<file path="config.mk">
export PLATFORM = sky130hd
export DESIGN_NAME = count_ones_stream_flat
export DESIGN_NICKNAME = d
export VERILOG_FILES = /design/src/rtl/count_ones_stream_if.sv /design/src/rtl/count_ones_stream.sv /design/src/flat_wrapper.sv
export SDC_FILE = /design/constraint.sdc
export NUM_CORES = 1
export LEC_CHECK = 0
export BUFFER_PORTS_ARGS = -buffer_cell sky130_fd_sc_hd__buf_2
export CAP_MARGIN = 0
export CELL_PAD_IN_SITES_DETAIL_PLACEMENT = 1
export CELL_PAD_IN_SITES_GLOBAL_PLACEMENT = 2
export CORE_ASPECT_RATIO = 0.7
export CORE_MARGIN = 2
export CORE_UTILIZATION = 37
export CTS_BUF_LIST = sky130_fd_sc_hd__clkbuf_16
export DETAILED_ROUTE_END_ITERATION = 10
export GPL_ROUTABILITY_DRIVEN = 0
export PLACE_DENSITY_LB_ADDON = 0.08
export SLEW_MARGIN = 10
export SYNTH_ARGS = -nofsm -noshare
export SYNTH_HDL_FRONTEND = slang
export SYNTH_SLANG_ARGS = --single-unit
</file>
<file path="constraint.sdc">
create_clock -name clk -period 5.19 [get_ports clk]
set_clock_uncertainty 0.05 [all_clocks]
set_input_delay 0.2595 -clock clk [delete_from_list [all_inputs] [get_ports clk]]
set_output_delay 0.2595 -clock clk [all_outputs]
set_load 0.02 [all_outputs]
</file>
<file path="src/rtl/count_ones_stream_if.sv">
// Producer/consumer handshake bundle for count_ones_stream: operand in, count result out.
// master = the producer/consumer side, slave = the counter.
interface count_ones_stream_if #(
  parameter int WORD_SIZE = 16
);
  localparam int COUNT_W = $clog2(WORD_SIZE + 1);

  logic [WORD_SIZE-1:0] data;
  logic                 mode;
  logic                 data_ready;
  logic                 in_ready;
  logic                 clear;
  logic [COUNT_W-1:0]   bit_count;
  logic                 start;
  logic                 busy;
  logic                 done;
  logic                 out_ready;

  modport master (
    output data, mode, data_ready, clear, out_ready,
    input  in_ready, bit_count, start, busy, done
  );

  modport slave (
    input  data, mode, data_ready, clear, out_ready,
    output in_ready, bit_count, start, busy, done
  );
endinterface

</file>
<file path="src/rtl/count_ones_stream.sv">
// Counts ones/zeros of one operand, BITS_PER_CYCLE bits per clock; done N edges after accept, N per highest counted bit.
// in_ready only in IDLE or when the held result is being taken; result held in DONE until out_ready.
module count_ones_stream #(
  parameter int WORD_SIZE      = 16,
  parameter int BITS_PER_CYCLE = 4
) (
  input logic               clk,
  input logic               reset_n,
  count_ones_stream_if.slave bus
);
  localparam int COUNT_W = $clog2(WORD_SIZE + 1);
  localparam int NSLICE  = (WORD_SIZE + BITS_PER_CYCLE - 1) / BITS_PER_CYCLE;
  localparam int PAD_W   = NSLICE * BITS_PER_CYCLE;

  typedef enum logic [1:0] {
    S_IDLE,
    S_SHIFT,
    S_DONE
  } state_t;

  state_t             state;
  logic [PAD_W-1:0]   temp;
  logic [PAD_W-1:0]   op;
  logic [PAD_W-1:0]   temp_next;
  logic [COUNT_W-1:0] count_q;
  logic [COUNT_W-1:0] slice_ones;
  logic               start_q;
  logic               busy_q;
  logic               done_q;
  logic               in_ready;
  logic               accept;

  // Inversion covers only the real operand bits; the padding stays zero so it is never counted.
  always_comb begin
    op                  = '0;
    op[WORD_SIZE-1:0]   = bus.mode ? ~bus.data : bus.data;
  end

  assign temp_next = temp >> BITS_PER_CYCLE;

  always_comb begin
    slice_ones = '0;
    for (int i = 0; i < BITS_PER_CYCLE; i++) begin
      slice_ones = slice_ones + COUNT_W'(temp[i]);
    end
  end

  // A clear cycle never shows in_ready, so the producer never sees a transfer that was dropped.
  assign in_ready = !bus.clear && ((state == S_IDLE) || ((state == S_DONE) && bus.out_ready));
  assign accept   = bus.data_ready && in_ready;

  always_ff @(posedge clk or negedge reset_n) begin
    if (!reset_n) begin
      state   <= S_IDLE;
      temp    <= '0;
      count_q <= '0;
      start_q <= 1'b0;
      busy_q  <= 1'b0;
      done_q  <= 1'b0;
    end else if (bus.clear) begin
      state   <= S_IDLE;
      temp    <= '0;
      count_q <= '0;
      start_q <= 1'b0;
      busy_q  <= 1'b0;
      done_q  <= 1'b0;
    end else begin
      start_q <= 1'b0;
      case (state)
        S_IDLE: begin
          if (accept) begin
            temp    <= op;
            count_q <= '0;
            start_q <= 1'b1;
            busy_q  <= 1'b1;
            state   <= S_SHIFT;
          end
        end
        S_SHIFT: begin
          count_q <= count_q + slice_ones;
          temp    <= temp_next;
          if (temp_next == '0) begin
            busy_q <= 1'b0;
            done_q <= 1'b1;
            state  <= S_DONE;
          end
        end
        S_DONE: begin
          if (bus.out_ready) begin
            done_q <= 1'b0;
            if (accept) begin
              temp    <= op;
              count_q <= '0;
              start_q <= 1'b1;
              busy_q  <= 1'b1;
              state   <= S_SHIFT;
            end else begin
              state <= S_IDLE;
            end
          end
        end
        default: state <= S_IDLE;
      endcase
    end
  end

  assign bus.in_ready  = in_ready;
  assign bus.bit_count = count_q;
  assign bus.start     = start_q;
  assign bus.busy      = busy_q;
  assign bus.done      = done_q;
endmodule

</file>
<file path="src/flat_wrapper.sv">
// flat-port wrapper written by rule: the top's interface ports become plain ports
module count_ones_stream_flat 
#(
  parameter int WORD_SIZE      = 16,
  parameter int BITS_PER_CYCLE = 4
)
  (clk, reset_n, bus_data, bus_mode, bus_data_ready, bus_clear, bus_out_ready, bus_in_ready, bus_bit_count, bus_start, bus_busy, bus_done);
  count_ones_stream_if #(.WORD_SIZE(WORD_SIZE)) bus_i ();
  input logic clk;
  input logic reset_n;
  input wire logic [$bits(bus_i.data)-1:0] bus_data;
  input wire logic [$bits(bus_i.mode)-1:0] bus_mode;
  input wire logic [$bits(bus_i.data_ready)-1:0] bus_data_ready;
  input wire logic [$bits(bus_i.clear)-1:0] bus_clear;
  input wire logic [$bits(bus_i.out_ready)-1:0] bus_out_ready;
  output wire logic [$bits(bus_i.in_ready)-1:0] bus_in_ready;
  output wire logic [$bits(bus_i.bit_count)-1:0] bus_bit_count;
  output wire logic [$bits(bus_i.start)-1:0] bus_start;
  output wire logic [$bits(bus_i.busy)-1:0] bus_busy;
  output wire logic [$bits(bus_i.done)-1:0] bus_done;
  assign bus_i.data = bus_data;
  assign bus_i.mode = bus_mode;
  assign bus_i.data_ready = bus_data_ready;
  assign bus_i.clear = bus_clear;
  assign bus_i.out_ready = bus_out_ready;
  assign bus_in_ready = bus_i.in_ready;
  assign bus_bit_count = bus_i.bit_count;
  assign bus_start = bus_i.start;
  assign bus_busy = bus_i.busy;
  assign bus_done = bus_i.done;
  count_ones_stream #(.WORD_SIZE(WORD_SIZE), .BITS_PER_CYCLE(BITS_PER_CYCLE)) u_core (.clk(clk), .reset_n(reset_n), .bus(bus_i));
endmodule
</file>
Word-level counts from Yosys, hierarchy flattened
Index checks and enable logic that the tools add are counted.
{ "word_totals": {"regBits": 26, "inputBits": 22} }
{ "classes": {"addsub": 4, "n_eq_ne": 5, "n_mux": 28, "bitwise_logic": 1, "reduce_logical": 13} }
{ "ops": {"columns": ["op", "count"], "rows": [
  ["16-bit two-way mux", 4],
  ["16-bit case mux with 3 select lines", 1],
  ["16-bit logical NOT", 1],
  ["16-bit inverter", 1],
  ["5-bit two-way mux", 3],
  ["5-bit case mux with 3 select lines", 1],
  ["1-bit two-way mux", 11],
  ["5-bit by 1-bit adder with 5-bit output", 2],
  ["3-bit AND reduction", 3],
  ["2-bit two-way mux", 4],
  ["3-bit by 2-bit != test with 1-bit output, second input constant", 2],
  ["2-bit case mux with 3 select lines", 1],
  ["5-bit adder", 1],
  ["1-bit case mux with 2 select lines", 2],
  ["4-bit nonzero test", 1],
  ["1-bit logical AND", 3],
  ["3-bit != test, second input constant", 1],
  ["1-bit case mux with 3 select lines", 1],
  ["3-bit nonzero test", 1],
  ["1-bit by 1-bit adder with 2-bit output", 1],
  ["2-bit by 1-bit equality test with 1-bit output, second input constant", 1],
  ["2-bit equality test, second input constant", 1],
  ["2-bit logical NOT", 1],
  ["2-bit AND reduction", 1],
  ["other kinds (2)", 2]
]} }

Longest topological paths before layout
Gate-level depths: netlist (run 1).
{ "depth": {"ltp_word": 9, "ltp_mapped": 9, "depth_no_buf": 9} }

Worst setup path after synthesis (run 1)
No wires, ideal clock.
{ "synth_timing": {"kind": "register to register", "startpoint": "register u_core.temp[0]", "endpoint": "register u_core.count_q[4], in the netlist u_core.bus.bit_count[4]", "setup_time_ps": 82, "arrival_ps": 2157, "path_slack_ps": 2901, "path_stages_with_launch": 10, "path_buffers": 0, "period_less_slack_ps": 2289, "path_cell_list": "dfrtp_1 ha_1 inv_1 fa_1 inv_1 ha_1 fa_1 a21oi_1 o21ai_0 a31oi_1"} }
{ "synth_between": {"elab_chain_len": 6} }
{ "synth_lines": {"columns": ["element", "line_no", "rtl"], "rows": [
  ["start: declaration", "count_ones_stream.sv:22", "logic [PAD_W-1:0] temp;"],
  ["start signal: assignment", "count_ones_stream.sv:72", "temp <= op;"],
  ["start signal: assignment", "count_ones_stream.sv:81", "temp <= temp_next;"],
  ["start signal: assignment", "count_ones_stream.sv:92", "temp <= op;"],
  ["1-bit by 1-bit adder with 2-bit output", "count_ones_stream.sv:44", "slice_ones = slice_ones + COUNT_W'(temp[i]);"],
  ["5-bit by 1-bit adder with 5-bit output (2 in a row)", "count_ones_stream.sv:44", null],
  ["5-bit adder", "count_ones_stream.sv:80", "count_q <= count_q + slice_ones;"],
  ["5-bit case mux with 3 select lines", "count_ones_stream.sv:69", "case (state)"],
  ["5-bit two-way mux", "count_ones_stream.sv:60", "end else if (bus.clear) begin"],
  ["end signal: assignment", "count_ones_stream.sv:80", null],
  ["end: declaration", "count_ones_stream.sv:25", "logic [COUNT_W-1:0] count_q;"]
]} }
Every way passes these cells.
A chain may end at the register's enable or synchronous reset.

Final worst setup path (run 1)
{ "layout_timing": {"startpoint": "register u_core.temp[1]", "endpoint": "register u_core.count_q[4], in the netlist u_core.bus.bit_count[4]"} }
Same word-level chain as after synthesis.

==> out/results.ini, run 1 <==
[layout]
register_area_um2=651
num-fill-cells=447
area_growth_pct=17.4
multi_input_area_um2=797
drive_above_1_share=0.242
diodes=0
fin_nets=195

[clock_network]
clkLatencyLatePin_ns=0.26
cts_tree=done
cts_sinks=26
path_clk_slew_ns=0.06
clock_path_buffers=2
cts_made_buffers=3
cts_htree_levels=1
postCtsSetupBuffers=0
root_buffer=clkbuf_16

[timing]
holdWs_ns=0.238
drv_slew=0
fin_crit_sh=0.468
maxSlewHeadroom=0.300
fmax_ghz=0.411
finalWorstSetupSlack_ns=2.76
tns_ns=0
finalCriticalPeriod_ns=2.43
tightest_slew_ns=1.05
finalHoldViolCount=0
rsz0062_at_grt=false
setup_viol=0

[pwr]
p_int_uw=449
pwr-share-seq=0.395
p_sw_frac=0.290
combPwrFrac=0.255
p_per_area_nw_per_um2=347
p_switching_uw=183
power_uw=632
peakVddDrop_mv=0.183
power_frac_clock=0.350
p_leak_uw=0.000855

[hold_path]
hold-path-endpoint=u_core.bus.busy
worstHoldPathCells=2
hold_class=input pin to flip-flop
hold_start=bus_clear

[critical_path]
crit_family=adder cells
cp_cell_sequence=ha_1 -> inv_1 -> fa_1 -> inv_1 -> ha_1 -> fa_1 -> a21oi_1 -> o21ai_0 -> a31oi_1
reg2reg_to=u_core.bus.bit_count[4]
critPathArrivalTime_ns=2.56
start_kind=flip-flop
crit_type=flip-flop to flip-flop
r2r_start=u_core.temp[1]
slowest_delay_ns=0.47
cp.required_ns=5.32
path_buf_inv=2
crit_path_end_kind=flip-flop
reg2reg_depth=9
critPathMaxFanout=2
rrSetupSlack_ns=2.76
cp_slowest_cell=fa_1

[floorplanning]
die_x_um=81.3
die_h_um=58.1
start_util=0.390
coreArea_um2=3970
die_area_um2=4730
core.rowCount=19
io_pins=31

[logic_synthesis]
synth_area_per_cell_um2=11.1
yosys_most_used_dff=dfrtp_1
synthCells=139
synth_compound_area_frac=0.200
syn_area_um2=1550
yosys.area_share.xor_xnor=0.0961
yosys.area_share.simple=0.0751
ys_types=39
synth_most_common_cell=dfrtp_1
ys_warn_count=0
synth_edf_count=0
synthAdderAreaFrac=0.0662
synth_top_family_by_area=compound AO/OA/AOI/OAI gates
syn-num-nets=168
synth_mux_area_frac=0.0775
yosys.area.top_type=dfrtp_1
yosys_register_bits=26
synth_top_area_frac=0.420
synth.area.top_cells=dfrtp_1, mux2i_1, xor2_1, o2bb2ai_1, ha_1
async_flop_share=1.00
synth_common_cells=dfrtp_1, xor2_1, mux2i_1, o2bb2ai_1, inv_1
ys_seq_area_frac=0.420

[global_routing]
grt_start_max_net_pins=27
grt_pass1_wl_um=6050
antenna_found_initial=0
grt_pass1_vias=1209
grt_usage=0.173
overflow=0

[drt]
remaining_drc_errors=0
dr_total_vias=1124
routed_wl_um=3600
wl_per_cell_um=16.6
firstDrtPassIters=2
final_antenna_net_count=0
drt-initial-drc-count=53
viasPerCell=5.18

[run_status]
status=completed

[placement]
port-buffer-count=30
hpwl_um=2750
dpl_worst_slack_ns=2.75

[run]
max_cap_violations=0

-- metal layers --
layer,vias to the layer above,GRT usage,share of wire
li1,562,-,-
met1,539,0.258,0.53
met2,21,0.248,0.43
met3,2,0.0405,0.038
met4,0,0.0508,0.0069
met5,-,0,0
-- logic make-up (layout without fill, tap and decap cells) --
family | count (synthesis) | after routing
xor+xnor | 17 | 17
simple gates | 18 | 18
compound gates | 40 | 40
buf+inv | 19 | 45
flops | 26 | 26
fa+ha+maj | 7 | 7
mux | 12 | 12
-- how the worst max path moves through the flow --
stage	startpoint	endpoint	slack (ns)	cells past startpoint
CTS	u_core.temp[1]	u_core.bus.bit_count[4]	2.74	9
detailed placement	u_core.temp[1]	u_core.bus.bit_count[4]	2.75	9
global route	u_core.temp[1]	u_core.bus.bit_count[4]	2.54	9
floorplan	u_core.temp[0]	u_core.bus.bit_count[4]	2.90	9
finish	u_core.temp[1]	u_core.bus.bit_count[4]	2.76	9
global placement	u_core.temp[0]	u_core.bus.bit_count[4]	2.81	9
-- registers in the layout, indices dropped and copies added, names as in the netlist --
register              count
u_core.temp              16
u_core.bus.bit_count      5
u_core.state              2
u_core.bus.busy           1
u_core.bus.done           1
u_core.bus.start          1
-- placed cells by master (no fill, tap or decap), drive strengths merged, types with 3 or more instances in the layout --
master   instances
ha               5
dfrtp           26
clkbuf           3
a211oi           6
mux2i           12
xor2            13
buf             31
a31oi            6
xnor2            4
inv              9
o2bb2ai         11
nor4             3
a22o             3
o21ai            3
-- power by group through the flow --
stage          sequential, uW  combinational (uW)  clock (uW)
2_1_floorplan             252                 119           0
4_1_cts                   250                 164         230
3_3_place_gp              252                 160           0
6_report                  250                 161         221
3_5_place_dp              253                 162           0
5_1_grt                   253                 184         237
-- what timing repair did --
item / 4_1_cts / 5_1_grt
gates resized for setup: 0 / 0
hold buffers: 1 / 0
hold endpoints to repair: 26 / 0
-- layout make-up --
class | count | area share
timing repair buffer | 32 | 0.0922
tap | 52 | 0.0358
clock buffer | 3 | 0.0413
sequential | 26 | 0.358
inverter | 9 | 0.0186
multi-input combinational | 94 | 0.438
clock inverter | 1 | 0.0165
-- worst reg2reg max path: stages, from the launching register on --
cell     delay, ns
dfrtp_1       0.39
ha_1          0.27
inv_1         0.04
fa_1          0.47
inv_1         0.04
ha_1          0.20
fa_1          0.40
a21oi_1       0.20
o21ai_0       0.10
a31oi_1       0.19
-- stage by stage --
stage | instances | cell area [um^2] | utilization
2_1_floorplan | 139 | 1550 | -
3_3_place_gp | 212 | 1700 | 0.429
3_5_place_dp | 212 | 1700 | 0.429
4_1_cts | 217 | 1820 | 0.458
5_1_grt | 217 | 1820 | 0.458
6_report | 217 | 1820 | 0.458
Power figures use the tool's default switching activity.
==> run 2, diff against run 1 <==
- CORE_UTILIZATION: 37 -> 31
- clock period: 5.19 -> 2.1 ns (I/O delays scaled with it)
==> run 2 against run 1 <==
Effect of this change: the run now ends with setup timing left; worst hold slack worse by 0.16 ns; combinational power increased to 2.8 times the previous value; sequential share of layout area shrank 1.6 points; utilization shrank 6.3 points; critical path depth unchanged; worst setup slack worse by 3.0 ns; via count rose by 2.9%; sequential cell count did not move; clock-buffer cell count is the same; final area grew 4.5%; global-route usage down 2.2 points.
==> out/results.ini, run 2 (same netlist as run 1, synthesis figures left out) <==
[layout]
register_area_um2=651  ; unchanged
largest_reg_flops=16  ; unchanged
fin_nets=199  ; was 195
layout_commonest_cell=buf_2  ; unchanged
diodes=0  ; unchanged
final_cell_mix=buf_2, dfrtp_1, xor2_1  ; unchanged
post-route-util=0.396  ; was 0.458
top_register=u_core.temp  ; unchanged
multi_input_area_um2=828  ; was 797 um^2
final_cells=238  ; was 217
num-fill-cells=548  ; was 447
drive_above_1_share=0.296  ; was 0.242
design_area_um2=1900  ; was 1820 um^2
area_growth_pct=22.8  ; was 17.4%

[timing]
drv_slew=0  ; unchanged
setup_viol=3  ; was 0
tns_ns=-0.479  ; was 0 ns
finalWorstSetupSlack_ns=-0.211  ; was 2.76 ns
finalHoldViolCount=0  ; unchanged
fmax_ghz=0.433  ; was 0.411 GHz
tightest_slew_ns=0.611  ; was 1.05 ns
rsz0062_at_grt=true  ; was false
finalCriticalPeriod_ns=2.31  ; was 2.43 ns
fin_crit_sh=1.10  ; was 0.468
maxSlewHeadroom=0.593  ; was 0.300

[drt]
routed_wl_um=3760  ; was 3600 um
remaining_drc_errors=0  ; unchanged
drt-initial-drc-count=21  ; was 53
wl_per_cell_um=15.8  ; was 16.6 um
top_layer_used=met4  ; unchanged
dr_total_vias=1157  ; was 1124
final_antenna_net_count=0  ; unchanged
wl_met2_um=1560  ; was 1530 um
wl_met3_um=122  ; was 138 um
drt-met1-wl_um=2060  ; was 1910 um
viasPerCell=4.86  ; was 5.18
firstDrtPassIters=4  ; was 2

[critical_path]
crit_type=flip-flop to flip-flop  ; unchanged
rrSetupSlack_ns=-0.21  ; was 2.76 ns
critPathMaxFanout=2  ; unchanged
cp.required_ns=2.19  ; was 5.32 ns
crit_path_end_kind=flip-flop  ; unchanged
crit_start=u_core.temp[0]  ; was u_core.temp[1]
start_kind=flip-flop  ; unchanged
critPathArrivalTime_ns=2.40  ; was 2.56 ns
reg2reg_to=u_core.bus.bit_count[4]  ; unchanged
cp_cell_sequence=ha_1 -> inv_2 -> fa_1 -> inv_2 -> ha_4 -> fa_2 -> a21oi_2 -> o31a_1 -> a31oi_1  ; was ha_1 -> inv_1 -> fa_1 -> inv_1 -> ha_1 -> fa_1 -> a21oi_1 -> o21ai_0 -> a31oi_1
slowest_delay_ns=0.50  ; was 0.47 ns
reg2reg_depth=9  ; unchanged
cp_slowest_cell=fa_1  ; unchanged
setup.worst_path.end=u_core.bus.bit_count[4]  ; unchanged
crit_top_cell=inv_2
r2r_start=u_core.temp[0]  ; was u_core.temp[1]

[global_routing]
overflow=0  ; unchanged
grt_pass1_vias=1201  ; was 1209
antenna_found_initial=0  ; unchanged
grt_pass1_wl_um=6510  ; was 6050 um
grt_usage=0.150  ; was 0.173
grt_start_max_net_pins=27  ; unchanged

[hold_path]
hold_class=input pin to flip-flop  ; unchanged

[placement]
hpwl_um=2890  ; was 2750 um
place_inst=231  ; was 212
place_area_um2=1750  ; was 1700 um^2
port-buffer-count=30  ; unchanged

[clock_network]
cts_tree=done  ; unchanged
cts_sinks=26  ; unchanged
cts_made_buffers=3  ; unchanged
clock_path_buffers=2  ; unchanged
path_clk_slew_ns=0.07  ; was 0.06 ns
cts_htree_levels=1  ; unchanged
root_buffer=clkbuf_16  ; unchanged
clkLatencyLatePin_ns=0.26  ; about the same

[floorplanning]
io_pins=31  ; unchanged
die_x_um=88.5  ; was 81.3 um
start_util=0.322  ; was 0.390
die_h_um=63.1  ; was 58.1 um
core.rowCount=21  ; was 19
coreArea_um2=4810  ; was 3970 um^2
die_area_um2=5590  ; was 4730 um^2

[run_status]
status=finished with violations  ; was completed
violations=setup timing

[pwr]
p_leak_uw=0.000871  ; was 0.000855 uW
p_per_area_nw_per_um2=850  ; was 347 nW/um^2
peakVddDrop_mv=0.323  ; was 0.183 mV

[run]
max_cap_violations=0  ; unchanged

## run 2: what timing repair did
| action | 4_1_cts | 5_1_grt |
|---|---|---|
| setup endpoints to repair | 4 | 4 |
| setup buffers | 1 | 2 |
| endpoints found under the hold margin | 26 | 0 |
| hold buffers | 1 | 0 |
| gates resized for setup | 3 | 2 |
| pin swaps | 3 | 1 |
## run 2: power by group
part	switching [uW]	internal, uW	leakage (uW)
registers	54.8	561	0.000350
logic	252	192	0.000469
clock network	177	379	0.0000511
total	484	1130	0.000871
## run 2: layer usage
layer / global-route usage / up-vias
li1: - / 571
met2: 0.212 / 25
met3: 0.0315 / 2
met1: 0.235 / 559
met4: 0.0284 / 0
met5: 0 / -
## run 2: worst max-delay path, delay by kind of cell, from the launching register on
family,cells,cell delay (ns)
flip-flops,1,0.39
adder cells (fa/ha/maj),4,1.30
buffers and inverters,2,0.09
AO/OA/AOI/OAI,3,0.36
## run 2: how the worst min path moves through the flow
stage / from / end / slack [ns] / depth (start not counted)
floorplan: reset_n / u_core.bus.bit_count[0] / -0.24 / 0
global placement: reset_n / u_core.bus.bit_count[3] / 0.1 / 1
global route: bus_data[12] / u_core.temp[12] / 0.09 / 3
detailed placement: reset_n / u_core.state[0] / 0.10 / 1
finish: bus_clear / u_core.bus.busy / 0.08 / 2
CTS: bus_clear / u_core.bus.busy / 0.07 / 2
## run 2: metrics by stage
| stage | hold slack [ns] | worst slack (ns) | power (uW) |
|---|---|---|---|
| finish | 0.0769 | -0.211 | 1620 |
| global route | 0.0943 | -0.339 | 1730 |
| CTS | 0.0745 | -0.225 | 1620 |
| detailed placement | 0.105 | -0.241 | 1050 |
| global placement | 0.0988 | -0.169 | 1030 |
| floorplan | -0.241 | -0.0944 | 919 |
## run 2: final cells by class
type,instances,share of cell area
multi-input cells,94,0.436
clock inverters,1,0.0158
repair buffers,36,0.104
clock buffers,3,0.0395
well taps,69,0.0454
inverters,9,0.0178
flip-flops and latches,26,0.342
==> run 3, diff against run 2 <==
--- a/config.mk
+++ b/config.mk
@@ -10,6 +10,6 @@
 export CELL_PAD_IN_SITES_DETAIL_PLACEMENT = 1
-export CELL_PAD_IN_SITES_GLOBAL_PLACEMENT = 2
+export CELL_PAD_IN_SITES_GLOBAL_PLACEMENT = 1
 export CORE_ASPECT_RATIO = 0.7
 export CORE_MARGIN = 2
-export CORE_UTILIZATION = 31
+export CORE_UTILIZATION = 38
 export CTS_BUF_LIST = sky130_fd_sc_hd__clkbuf_16
==> constraint.sdc (replaced) <==
create_clock -name clk -period 1.87 [get_ports clk]
set_clock_uncertainty 0.05 [all_clocks]
set_input_delay 0.0935 -clock clk [delete_from_list [all_inputs] [get_ports clk]]
set_output_delay 0.0935 -clock clk [all_outputs]
set_load 0.1 [all_outputs]
==> run 3 against run 2 <==
Effect of this change: the run still ends with setup timing left; sequential cell count unchanged; register-to-register slack got worse by 0.22 ns; clock-buffer cell count unchanged; combinational power increased by 41%; worst hold slack improved by 0.0011 ns; wire length decreased by 1.9%; utilization increased by 8.8 points; clock power increased by 11%; non-clock buffer count unchanged; global-route usage increased by 3.1 points; maximum frequency increased by 0.44%; power increased by 20%.
==> out/results.ini, run 3 (same netlist as run 1, synthesis figures left out) <==
[clock_network]
clock_path_buffers=2  ; unchanged
cts_sinks=26  ; unchanged
cts_made_buffers=3  ; unchanged
root_buffer=clkbuf_16  ; unchanged
cts_tree=done  ; unchanged
clkLatencyLatePin_ns=0.26  ; about the same
path_clk_slew_ns=0.07  ; about the same
cts_htree_levels=1  ; unchanged

[drt]
wl_met3_um=129  ; was 122 um
drt-initial-drc-count=90  ; was 21
dr_total_vias=1166  ; was 1157
wl_per_cell_um=16.7  ; was 15.8 um
remaining_drc_errors=0  ; unchanged
viasPerCell=5.28  ; was 4.86
routed_wl_um=3690  ; was 3760 um
final_antenna_net_count=0  ; unchanged
wl_met2_um=1640  ; was 1560 um
firstDrtPassIters=4  ; unchanged
drt-met1-wl_um=1910  ; was 2060 um
top_layer_used=met4  ; unchanged

[layout]
final_cell_mix=buf_2, dfrtp_1, xor2_1  ; unchanged
final_cells=221  ; was 238
largest_reg_flops=16  ; unchanged
diodes=0  ; unchanged
drive_above_1_share=0.314  ; was 0.296
fin_nets=199  ; unchanged
num-fill-cells=441  ; was 548
area_growth_pct=22.5  ; was 22.8%
top_register=u_core.temp  ; unchanged
layout_commonest_cell=buf_2  ; unchanged

[hold_path]
hold_class=input pin to flip-flop  ; unchanged
hold_start=bus_data[15]  ; was bus_clear
hold-path-endpoint=u_core.temp[15]  ; was u_core.bus.busy
worstHoldPathCells=3  ; was 2

[global_routing]
grt_usage=0.181  ; was 0.150
grt_pass1_vias=1274  ; was 1201
grt_pass1_wl_um=6460  ; was 6510 um
antenna_found_initial=0  ; unchanged
overflow=0  ; unchanged
grt_start_max_net_pins=27  ; unchanged

[timing]
setup_viol=4  ; was 3
drv_slew=0  ; unchanged
maxSlewHeadroom=0.607  ; was 0.593
fmax_ghz=0.435  ; was 0.433 GHz
finalCriticalPeriod_ns=2.30  ; was 2.31 ns
finalWorstSetupSlack_ns=-0.431  ; was -0.211 ns
rsz0062_at_grt=true  ; unchanged
finalHoldViolCount=0  ; unchanged
fin_crit_sh=1.23  ; was 1.10
tightest_slew_ns=0.589  ; was 0.611 ns
tns_ns=-1.34  ; was -0.479 ns

[critical_path]
crit_type=flip-flop to flip-flop  ; unchanged
critPathArrivalTime_ns=2.43  ; was 2.40 ns
cp_slowest_cell=fa_1  ; unchanged
r2r_start=u_core.temp[0]  ; unchanged
path_buf_inv=2  ; unchanged
rrSetupSlack_ns=-0.43  ; was -0.21 ns
start_kind=flip-flop  ; unchanged
crit_family=adder cells  ; unchanged
crit_path_end_kind=flip-flop  ; unchanged
cp.required_ns=2.00  ; was 2.19 ns
reg2reg_to=u_core.bus.bit_count[4]  ; unchanged
critPathMaxFanout=2  ; unchanged
reg2reg_depth=9  ; unchanged
slowest_delay_ns=0.49  ; was 0.50 ns
cp_cell_sequence=ha_1 -> inv_1 -> fa_1 -> inv_2 -> ha_4 -> fa_2 -> a21oi_2 -> o21ai_1 -> a31oi_1  ; was ha_1 -> inv_2 -> fa_1 -> inv_2 -> ha_4 -> fa_2 -> a21oi_2 -> o31a_1 -> a31oi_1

[floorplanning]
start_util=0.395  ; was 0.322
die_area_um2=4610  ; was 5590 um^2
die_x_um=80.3  ; was 88.5 um
die_h_um=57.4  ; was 63.1 um
io_pins=31  ; unchanged
core.rowCount=19  ; was 21
coreArea_um2=3920  ; was 4810 um^2

[placement]
place_inst=214  ; was 231
port-buffer-count=30  ; unchanged
dpl_worst_slack_ns=-0.549  ; was -0.241 ns
hpwl_um=2770  ; was 2890 um

[run_status]
violations=setup timing  ; unchanged
status=finished with violations  ; unchanged

[pwr]
p_leak_uw=0.000870  ; was 0.000871 uW
peakVddDrop_mv=0.562  ; was 0.323 mV
p_per_area_nw_per_um2=1020  ; was 850 nW/um^2

[run]
max_cap_violations=0  ; unchanged

==> run 3: per-stage QoR <==
stage               hold WS [ns]  area (um^2)   util  total power (uW)
detailed placement        0.0796         1740  0.445              1300
global route              0.0826         1900  0.484              2070
finish                    0.0781         1900  0.484              1940
CTS                       0.0758         1870  0.478              1950
floorplan                 -0.252         1570      -              1170
global placement          0.0786         1740  0.445              1290
==> run 3: final cells by class <==
cell class,count,area [um^2],share of cell area
clock buffers,3,75.1,0.0396
clock inverters,1,30.0,0.0158
inverters,9,33.8,0.0178
multi-input cells,94,840,0.443
flip-flops and latches,26,656,0.346
well taps,52,65.1,0.0343
repair buffers,36,198,0.104
==> run 3: routing by layer <==
metal	vias up	track usage
met5	-	0
met3	2	0.0396
met2	21	0.281
li1	571	-
met1	572	0.271
met4	0	0.0145
==> run 3: worst max-delay path by stage <==
stage	startpoint	endpoint	slack, ns	cells past startpoint
after detailed placement	u_core.temp[1]	u_core.bus.bit_count[4]	-0.55	9
after global placement	u_core.temp[0]	u_core.bus.bit_count[4]	-0.46	9
final	u_core.temp[0]	u_core.bus.bit_count[4]	-0.43	9
after CTS	u_core.temp[1]	u_core.bus.bit_count[4]	-0.45	9
after floorplan	u_core.temp[0]	u_core.bus.bit_count[4]	-0.40	9
after global routing	u_core.temp[0]	u_core.bus.bit_count[4]	-0.60	9
==> run 3: worst min-delay path, cell delays in order <==
cell and delay, ns:
buf_2 0.08, xnor2_1 0.10, a211oi_1 0.06
==> run 3: repair_timing <==
action / 4_1_cts / 5_1_grt
hold buffers: 1 / 0
setup buffers: 0 / 2
pin swaps: 7 / 0
endpoints found under the hold margin: 26 / 0
gates resized for setup: 4 / 1
endpoints found under the setup margin: 4 / 5
==> run 3: where the power goes <==
group          total (uW)  internal (uW)  leakage [uW]  switching (uW)
Sequential            700            633      0.000347            66.9
Clock                 617            426     0.0000511             192
Combinational         624            219      0.000473             406
